File: src/rtl/puf_race_ctrl_pkg.sv
// Shared definitions for the ring-oscillator race PUF controller.
// Holds the controller state encoding, the LFSR feedback mask and the
// substitute seed used when the challenge is all-zero, plus the LFSR
// step helper so every user advances the sequence identically.
package puf_race_ctrl_pkg;

  typedef enum logic [2:0] {
    ST_IDLE,
    ST_SEED,
    ST_CLEAR,
    ST_RACE,
    ST_RECORD,
    ST_DONE
  } state_e;

  // Galois right-shift feedback mask for x^8 + x^6 + x^5 + x^4 + 1.
  localparam logic [7:0] LFSR_POLY = 8'hB8;

  // An all-zero LFSR would lock up, so a zero challenge seeds with this.
  localparam logic [7:0] ZERO_SEED = 8'hA5;

  function automatic logic [7:0] lfsr_step(input logic [7:0] s);
    return {1'b0, s[7:1]} ^ (s[0] ? LFSR_POLY : 8'h00);
  endfunction

endpackage

File: src/rtl/puf_race_counter.sv
// One race lane: brings an asynchronous ring-oscillator output into the
// clk domain, detects its rising edges and counts them up to a threshold.
// Ports:
//   clk, rst      clock and asynchronous active-low reset
//   ro_i          raw ring-oscillator output (asynchronous)
//   clr_i         zero the counter
//   en_i          count detected edges while high
//   thresh_i      saturation / win threshold
//   reached_o     counter has reached the threshold
module race_counter #(
  parameter int CTR_W = 16
) (
  input  logic             clk,
  input  logic             rst,
  input  logic             ro_i,
  input  logic             clr_i,
  input  logic             en_i,
  input  logic [CTR_W-1:0] thresh_i,
  output logic             reached_o
);

  logic             sync1_q, sync2_q, prev_q;
  logic [CTR_W-1:0] cnt_q, cnt_d;
  logic             rise;

  // prev_q trails the synchronized level by one cycle for edge detection.
  assign rise = sync2_q & ~prev_q;

  always_comb begin
    cnt_d = cnt_q;
    if (clr_i) begin
      cnt_d = '0;
    end else if (en_i && rise && (cnt_q < thresh_i)) begin
      cnt_d = cnt_q + 1'b1;
    end
  end

  always_ff @(posedge clk or negedge rst) begin
    if (!rst) begin
      sync1_q <= 1'b0;
      sync2_q <= 1'b0;
      prev_q  <= 1'b0;
      cnt_q   <= '0;
    end else begin
      sync1_q <= ro_i;
      sync2_q <= sync1_q;
      prev_q  <= sync2_q;
      cnt_q   <= cnt_d;
    end
  end

  // A zero threshold reads as reached straight after the clear.
  assign reached_o = (cnt_q >= thresh_i);

endmodule

File: src/rtl/puf_race_ctrl.sv
// Ring-oscillator race PUF controller. For each challenge it walks an
// 8-bit LFSR through RESP_BITS rounds; each round picks two ROs, races
// their edge counts to a threshold and records the winner as one bit.
// Ports:
//   clk, rst            clock and asynchronous active-low reset
//   start, challenge,   start a challenge (IDLE only); seed and threshold
//   thresh              are latched when start is accepted
//   ro_a_in, ro_b_in    asynchronous RO outputs from the external mux
//   sel_a, sel_b        RO indices for the external mux
//   ro_en               RO enable, high only while racing
//   busy, done, tmo_err status; done is a single-cycle pulse
//   response, tie_cnt   assembled response and saturating tie count
module puf_race_ctrl
  import puf_race_ctrl_pkg::*;
#(
  parameter int CTR_W     = 16,
  parameter int RESP_BITS = 8,
  parameter int TMO_W     = 20
) (
  input  logic                 clk,
  input  logic                 rst,
  input  logic                 start,
  input  logic [7:0]           challenge,
  input  logic [CTR_W-1:0]     thresh,
  input  logic                 ro_a_in,
  input  logic                 ro_b_in,
  output logic [2:0]           sel_a,
  output logic [2:0]           sel_b,
  output logic                 ro_en,
  output logic                 busy,
  output logic                 done,
  output logic                 tmo_err,
  output logic [RESP_BITS-1:0] response,
  output logic [3:0]           tie_cnt
);

  localparam int KW = (RESP_BITS > 1) ? $clog2(RESP_BITS) : 1;
  // The counter turns all-ones on the edge that leaves this value, so a
  // timed-out race lasts 2^TMO_W-1 cycles.
  localparam logic [TMO_W-1:0] TMO_LAST = {{(TMO_W-1){1'b1}}, 1'b0};

  state_e                 state_q;
  logic [CTR_W-1:0]       thresh_q;
  logic [7:0]             chal_q;
  logic [7:0]             lfsr_q;
  logic [KW-1:0]          k_q;
  logic [TMO_W-1:0]       tmo_q;
  logic [2:0]             sel_a_q, sel_b_q;
  logic                   ro_en_q, busy_q, done_q, tmo_err_q, bit_q;
  logic [RESP_BITS-1:0]   resp_q;
  logic [3:0]             tie_q;
  logic                   a_reached, b_reached, tmo_hit, race_end;
  logic                   lane_clr, lane_en;

  assign lane_clr = (state_q == ST_CLEAR);
  assign lane_en  = (state_q == ST_RACE);

  race_counter #(.CTR_W(CTR_W)) u_lane_a (
    .clk       (clk),
    .rst       (rst),
    .ro_i      (ro_a_in),
    .clr_i     (lane_clr),
    .en_i      (lane_en),
    .thresh_i  (thresh_q),
    .reached_o (a_reached)
  );

  race_counter #(.CTR_W(CTR_W)) u_lane_b (
    .clk       (clk),
    .rst       (rst),
    .ro_i      (ro_b_in),
    .clr_i     (lane_clr),
    .en_i      (lane_en),
    .thresh_i  (thresh_q),
    .reached_o (b_reached)
  );

  assign tmo_hit  = (tmo_q == TMO_LAST);
  assign race_end = a_reached | b_reached | tmo_hit;

  always_ff @(posedge clk or negedge rst) begin
    if (!rst) begin
      state_q   <= ST_IDLE;
      thresh_q  <= '0;
      chal_q    <= '0;
      lfsr_q    <= '0;
      k_q       <= '0;
      tmo_q     <= '0;
      sel_a_q   <= '0;
      sel_b_q   <= '0;
      ro_en_q   <= 1'b0;
      busy_q    <= 1'b0;
      done_q    <= 1'b0;
      tmo_err_q <= 1'b0;
      bit_q     <= 1'b0;
      resp_q    <= '0;
      tie_q     <= '0;
    end else begin
      case (state_q)
        ST_IDLE: begin
          if (start) begin
            chal_q    <= challenge;
            thresh_q  <= thresh;
            resp_q    <= '0;
            tie_q     <= '0;
            tmo_err_q <= 1'b0;
            k_q       <= '0;
            busy_q    <= 1'b1;
            state_q   <= ST_SEED;
          end
        end
        ST_SEED: begin
          lfsr_q  <= (chal_q == 8'h00) ? ZERO_SEED : chal_q;
          state_q <= ST_CLEAR;
        end
        ST_CLEAR: begin
          // Never race an RO against itself.
          sel_a_q <= lfsr_q[2:0];
          sel_b_q <= (lfsr_q[5:3] == lfsr_q[2:0]) ? (lfsr_q[2:0] ^ 3'b001)
                                                  : lfsr_q[5:3];
          tmo_q   <= '0;
          ro_en_q <= 1'b1;
          state_q <= ST_RACE;
        end
        ST_RACE: begin
          tmo_q <= tmo_q + 1'b1;
          if (a_reached && b_reached) begin
            bit_q <= 1'b0;
            if (tie_q != 4'hF) tie_q <= tie_q + 4'd1;
          end else if (a_reached) begin
            bit_q <= 1'b1;
          end else if (b_reached) begin
            bit_q <= 1'b0;
          end else if (tmo_hit) begin
            bit_q     <= 1'b0;
            tmo_err_q <= 1'b1;
          end
          if (race_end) begin
            ro_en_q <= 1'b0;
            state_q <= ST_RECORD;
          end
        end
        ST_RECORD: begin
          resp_q[k_q] <= bit_q;
          lfsr_q      <= lfsr_step(lfsr_q);
          if (k_q == KW'(RESP_BITS - 1)) begin
            done_q  <= 1'b1;
            state_q <= ST_DONE;
          end else begin
            k_q     <= k_q + 1'b1;
            state_q <= ST_CLEAR;
          end
        end
        ST_DONE: begin
          done_q  <= 1'b0;
          busy_q  <= 1'b0;
          state_q <= ST_IDLE;
        end
        default: begin
          state_q <= ST_IDLE;
        end
      endcase
    end
  end

  assign sel_a    = sel_a_q;
  assign sel_b    = sel_b_q;
  assign ro_en    = ro_en_q;
  assign busy     = busy_q;
  assign done     = done_q;
  assign tmo_err  = tmo_err_q;
  assign response = resp_q;
  assign tie_cnt  = tie_q;

endmodule

File: config.mk
export PLATFORM = sky130hd
export DESIGN_NAME = puf_race_ctrl
export DESIGN_NICKNAME = d
export VERILOG_FILES = /design/src/rtl/puf_race_ctrl_pkg.sv /design/src/rtl/puf_race_counter.sv /design/src/rtl/puf_race_ctrl.sv
export SDC_FILE = /design/constraint.sdc
export NUM_CORES = 1
export LEC_CHECK = 0
export BUFFER_PORTS_ARGS = -buffer_cell sky130_fd_sc_hd__buf_2
export CAP_MARGIN = 20
export CORE_MARGIN = 4
export CORE_UTILIZATION = 60
export DETAILED_ROUTE_END_ITERATION = 6
export PLACE_DENSITY = 0.87
export SYNTH_ARGS = -nofsm -noshare
export SYNTH_HDL_FRONTEND = slang
export SYNTH_SLANG_ARGS = --single-unit
File: constraint.sdc
create_clock -name clk -period 4.2 [get_ports clk]
set_input_delay 0.63 -clock clk [delete_from_list [all_inputs] [get_ports clk]]
set_output_delay 0.63 -clock clk [all_outputs]
set_load 0.01 [all_outputs]
* Yosys cells after proc, flatten, opt, wreduce, memory -nomap -nowiden
Cells that the tools add are included.
Word-level totals: register bits after elaboration 119, input port bits 29, output and inout port bits 22, logic and storage cells 129
Operators by class: add/sub/neg operators 5, $lt $le $gt $ge 6, eq/ne operators 19, mux-type cells 41, bitwise gates (word level) 8, reduce and logical (&&, ||, !) cells 27
Operators by type and width (count):
- two-way mux 16 bit | 4
- case mux 20 bit (2 select lines) | 1
- adder 16 x 1 -> 16 bit (second input constant) | 2
- greater-or-equal comparator 16 bit | 2
- less-than comparator 16 bit | 2
- case mux 8 bit (2 select lines) | 2
- two-way mux 8 bit | 3
- adder 20 x 1 -> 20 bit (second input constant) | 1
- == test 20 bit (second input constant) | 1
- != test 2 bit (second input constant) | 10
- two-way mux 3 bit | 6
- nonzero test 2 bit | 8
- case mux 3 bit (5 select lines) | 1
- AND reduction 2 bit | 7
- two-way mux 1 bit | 13
- two-way mux 4 bit | 3
- == test 3 bit (second input constant) | 3
- bitwise mux 8 bit | 1
- logical NOT 8 bit | 1
- case mux 1 bit (2 select lines) | 4
- case mux 4 bit (2 select lines) | 1
- XOR 7 x 8 -> 8 bit | 1
- == test 3 x 2 -> 1 bit (second input constant) | 2
- logical AND 1 bit | 6
- other kinds (17) | 21

* Logic depth before layout (Yosys ltp)
depth after elaboration 6, gate-level depth with buffers 11, gate-level depth less buffers 9

* By module
A second synthesis with hierarchy kept.
Second synthesis, totals: cell total of the unflattened synthesis 723, area, all modules 6602.6 um^2
By module, submodules not included:
- puf_race_ctrl | times used 1, cells an instance 415, area an instance 3910.0 um^2, sequential area each 2026.9 um^2
- race_counter | times used 2, cells an instance 154, area an instance 1346.3 um^2, sequential area each 475.5 um^2

* Worst setup path before layout
No wires, ideal clock.
path type reg-to-reg, start point reg u_lane_b.cnt_q[1], end point reg u_lane_b.cnt_q[7], setup time 132 ps, arrival time 2349 ps, data required time 4068 ps, slack 1719 ps, cell stages (with the launch flop) 11, buffers on the path 2, clock period less this slack 2481 ps, cell sequence dfrtp_1 -> ha_1 -> nor2b_1 -> o211ai_1 -> a2111oi_0 -> or4_1 -> buf_2 -> buf_2 -> nor4_2 -> xnor2_1 -> nor2_1
Between the ends: word-level cells in the longest chain between the ends 3, elaborated cells on any way between the ends 6, those cells by class add/sub (1); order compare (1); mux (2); reduce/logical (2)
RTL lines:
- start: declaration | RTL line puf_race_counter.sv:23 | logic [CTR_W-1:0] cnt_q, cnt_d;
- start signal: assignment | RTL line puf_race_counter.sv:48 | cnt_q <= cnt_d;
- adder 16 x 1 -> 16 bit or less-than comparator 16 bit (tied branches) | RTL line puf_race_counter.sv:34, puf_race_counter.sv:33
- two-way mux 16 bit or logical AND 1 bit (tied branches) | RTL line puf_race_counter.sv:33 | end else if (en_i && rise && (cnt_q < thresh_i)) begin
- two-way mux 16 bit or nonzero test 2 bit (tied branches)
Several ways; a longest one is shown, not always the timed one. The select of a mux whose other input is x is not followed. A chain may end at the register's enable or synchronous reset.

* Worst setup path in the final report
start point reg u_lane_b.cnt_q[1], end point reg state_q[2]
Between the ends: word-level cells in the longest chain between the ends 5
RTL lines:
- greater-or-equal comparator 16 bit | RTL line puf_race_counter.sv:53 | assign reached_o = (cnt_q >= thresh_i);
- bitwise OR 1 bit (2 in series) | RTL line puf_race_ctrl.sv:79 | assign race_end = a_reached | b_reached | tmo_hit;
- != test 2 bit (no source line)
- AND reduction 2 bit (no source line)
- end signal: assignment | RTL line puf_race_ctrl.sv:83 | state_q <= ST_IDLE;
- end signal: assignment | RTL line puf_race_ctrl.sv:109 | state_q <= ST_SEED;
- end signal: assignment | RTL line puf_race_ctrl.sv:114 | state_q <= ST_CLEAR;
- end: declaration | RTL line puf_race_ctrl.sv:42 | state_e state_q;
No other way between the ends.

==> metrics <==
core footprint 10300 um2; Max Slew Vio Count 0; area share of the largest cell type after synthesis 47.4%; fillcell total 760; Final HPWL DP 9.68 mm; number of antenna violations at the first check in global routing 0; outcome completed; Hold Crit Start ro_a_in; post-route ant nets 0; unrepaired setup endpoints after global routing false; static leakage 0.00346 uW; Worst-Margin Slew 1.04 ns; average wire per standard cell 17.0 um; number of buffers added for setup after CTS 0; top_reg_cell synth dfrtp_1; GRT Total Usage about a quarter; final hold violation count 0; gpl congestion 0.854; clk_lat worst skew 0.53 ns; Worst Hold Path Cells 1; setup violators final 0; Cell Pwr Density 414 nW/um2; unique cell type count in the Yosys netlist 52; Gate Count Post-Synth 667; DR iter-0 viols 386; final wirelength 14.7 mm; mapped cell area 6280 um2; CTS max path bufs 2; pin count of the biggest net entering global routing 76; fin nets 782; reg2reg end state_q[2]; drt first pass iters 5; post-route setup TNS 0 ns; register area share after synthesis 47.4%; Die H roughly 110 um; crit end category register; Hold Path End u_lane_a.sync1_q; total grt overflow 0; dpl cell area 6620 um2; crit path time final around 3.1 ns; max_cap viols 0; EDFF count, synth 0; Clock power frac 50.0%; Root Driver clkbuf_8; initial core utilization approximately three fifths; Max IR drop VDD 0.368 mV; Slew headroom 30.6%; Num CTS Buffers 17; r2r worst-path depth 8; sequential power share between 40% and 50%; number of vias after detailed routing 5232; I/O pin cnt 51; vias per cell 6.06; synth warn 0; switching power between 700 and 800 uW; synth top area cells dfrtp_1 (47%), ha_1 (7.8%), nand2_1 (5.9%); fraction of the cycle the final worst path needs 74.1%; clk sinks 119; synthesized area per cell 9.42 um2; Async SR Flop Fraction between 90% and 100%; die width 110 um; CTS Hold Buffers Added 0; Worst Setup Start Kind register; die footprint ~12000 um2; placed cells 830; synthesis-to-finish area growth 15.1%; Max Freq 321 MHz; Residual DRC 0; H-tree levels 4; wire length of the first global-routing pass 24.6 mm; worst reg-to-reg setup slack between 1 and 1.5 ns; Final Skew around 0.0091 ns; clock slew seen by the registers of the worst setup and hold paths about 0.06 ns; number of global-route vias before repair a little over 5k; Resized Gates After CTS 0; IO Port Bufs 50; Post-Synthesis Net Count roughly 740; FF+latch count, synth 119; CP max FO 17; switching share of power a little over a quarter; dominant cell type by area after synthesis dfrtp_1; Logic pwr share 7.3%; CTS tree done; RR Startpoint u_lane_b.cnt_q[1]; n_diodes 0; WS Path Type register to register; share of cells above drive strength 1 14.3%; Worst Path Required 4.62 ns; final non-filler cell total 863; final instance area 7230 um2; final design utilization 70.3%; Rows 37; CP Data Arrival Time roughly 3.5 ns; HP Class input port to register; Int Pwr 2210 uW
==> worst max-delay path, stage by stage (launching register included) <==
cell and delay [ns]:
dfrtp_1 0.42, ha_1 0.31, nor2b_1 0.14, o211ai_1 0.18, a2111oi_0 0.15, or4_1 0.88, nor3_4 0.46, nand3_1 0.21
a22o_1 0.24
==> cells in the final DEF (no fill, tap or decap), types with 3 or more instances in the layout <==
| master | netlist | layout |
|---|---|---|
| dfrtp_1 | 119 | 119 |
| nand2_1 | 99 | 99 |
| o21ai_0 | 54 | 54 |
| nor2_1 | 54 | 53 |
| buf_2 | 2 | 49 |
| ha_1 | 39 | 39 |
| nand3_1 | 36 | 36 |
| a21oi_1 | 30 | 30 |
| inv_1 | 26 | 26 |
| nand4_1 | 21 | 21 |
| nor3_1 | 19 | 19 |
| xnor2_1 | 18 | 18 |
| clkbuf_16 | 0 | 16 |
| and3_1 | 15 | 15 |
| xor2_1 | 14 | 14 |
| mux2i_1 | 9 | 9 |
| buf_4 | 2 | 7 |
| nor4_1 | 6 | 6 |
| or3_1 | 6 | 6 |
| a22o_1 | 6 | 6 |
| mux2_2 | 6 | 6 |
| a22oi_1 | 5 | 5 |
| o31ai_1 | 5 | 5 |
| inv_6 | 0 | 5 |
| a211oi_1 | 4 | 4 |
| nor2b_1 | 4 | 4 |
| or4_1 | 4 | 4 |
| a31oi_1 | 4 | 4 |
| nand2b_1 | 3 | 3 |
| clkinv_4 | 0 | 3 |
| bufinv_16 | 0 | 3 |
==> power by group through the flow <==
stage               sequential (uW)  combinational (uW)  clock (uW)
detailed placement             1290                 213           0
global placement               1290                 199           0
global route                   1290                 254        1570
CTS                            1280                 222        1510
floorplan                      1270                 146           0
finish                         1280                 219        1500
==> layer usage <==
metal,up-vias,track usage [%],part of all wire [%]
li1,2467,-,-
met1,2517,33.3,42
met2,210,43.3,49
met3,38,6.81,6.6
met4,0,9.32,2.2
met5,-,0,0
==> how the worst max path moves through the flow <==
stage                                 start           endpoint  slack (ns)
after floorplan           u_lane_b.cnt_q[1]  u_lane_b.cnt_q[7]        1.72
after global placement    u_lane_b.cnt_q[1]         state_q[2]        1.29
after detailed placement  u_lane_b.cnt_q[1]         state_q[2]        1.13
after CTS                 u_lane_b.cnt_q[1]         state_q[2]        1.09
after global routing      u_lane_b.cnt_q[1]         state_q[2]        0.89
final                     u_lane_b.cnt_q[1]         state_q[2]        1.09
==> synth_stat cells, types with 3 or more instances <==
library cell / n
mux2_2: 6
a31oi_1: 4
o21ai_0: 54
inv_1: 26
buf_1: 4
o31ai_1: 5
a211oi_1: 4
nor3_1: 19
nand2b_1: 3
a22o_1: 6
a21oi_1: 30
ha_1: 39
nor2_1: 54
nand2_1: 99
nor4_1: 6
mux2i_1: 9
dfrtp_1: 119
and3_1: 15
clkbuf_1: 18
nor2b_1: 4
or3_1: 6
xnor2_1: 18
nand4_1: 21
xor2_1: 14
nand3_1: 36
a22oi_1: 5
or4_1: 4
==> through the flow <==
step                      total power (uW)  hold WS (ns)  worst slack, ns
after floorplan                       1420         0.331             1.72
after global placement                1490         0.333             1.29
after detailed placement              1510         0.336             1.13
after CTS                             3000         0.196             1.09
after global routing                  3120         0.203            0.891
final                                 2990         0.205             1.09
==> final cells by class <==
class	instances	area, um2	share of cell area, %
clock buffers	17	414	5.73
clock inverters	15	191	2.65
inverters	26	97.6	1.35
multi-input cells	494	3080	42.6
flip-flops and latches	119	2980	41.2
well taps	136	170	2.35
repair buffers	56	298	4.12
==> flip-flops by register name (all words and copies together), names as in the netlist, 3 cells and up <==
register / flops
state_q: 3
u_lane_b.cnt_q: 16
u_lane_a.cnt_q: 16
sel_b: 3
sel_a: 3
chal_q: 8
tie_cnt: 4
response: 8
thresh_q: 16
tmo_q: 20
lfsr_q: 8
k_q: 3
==> kinds of logic (layout without fill, tap and decap cells) <==
kind of cell | count (synthesis) | after routing | synth area share [%]
muxes | 15 | 15 | 2.51
xor gates and xnor gates | 32 | 32 | 4.46
and+or+nand+nor | 286 | 286 | 22.7
AOI/OAI and AO/OA | 122 | 122 | 11.5
adders and majority gates | 39 | 39 | 7.77
DFF | 119 | 119 | 47.4
buffers and inverters | 54 | 114 | 3.62
No activity file was read; power rests on OpenSTA's default activity.
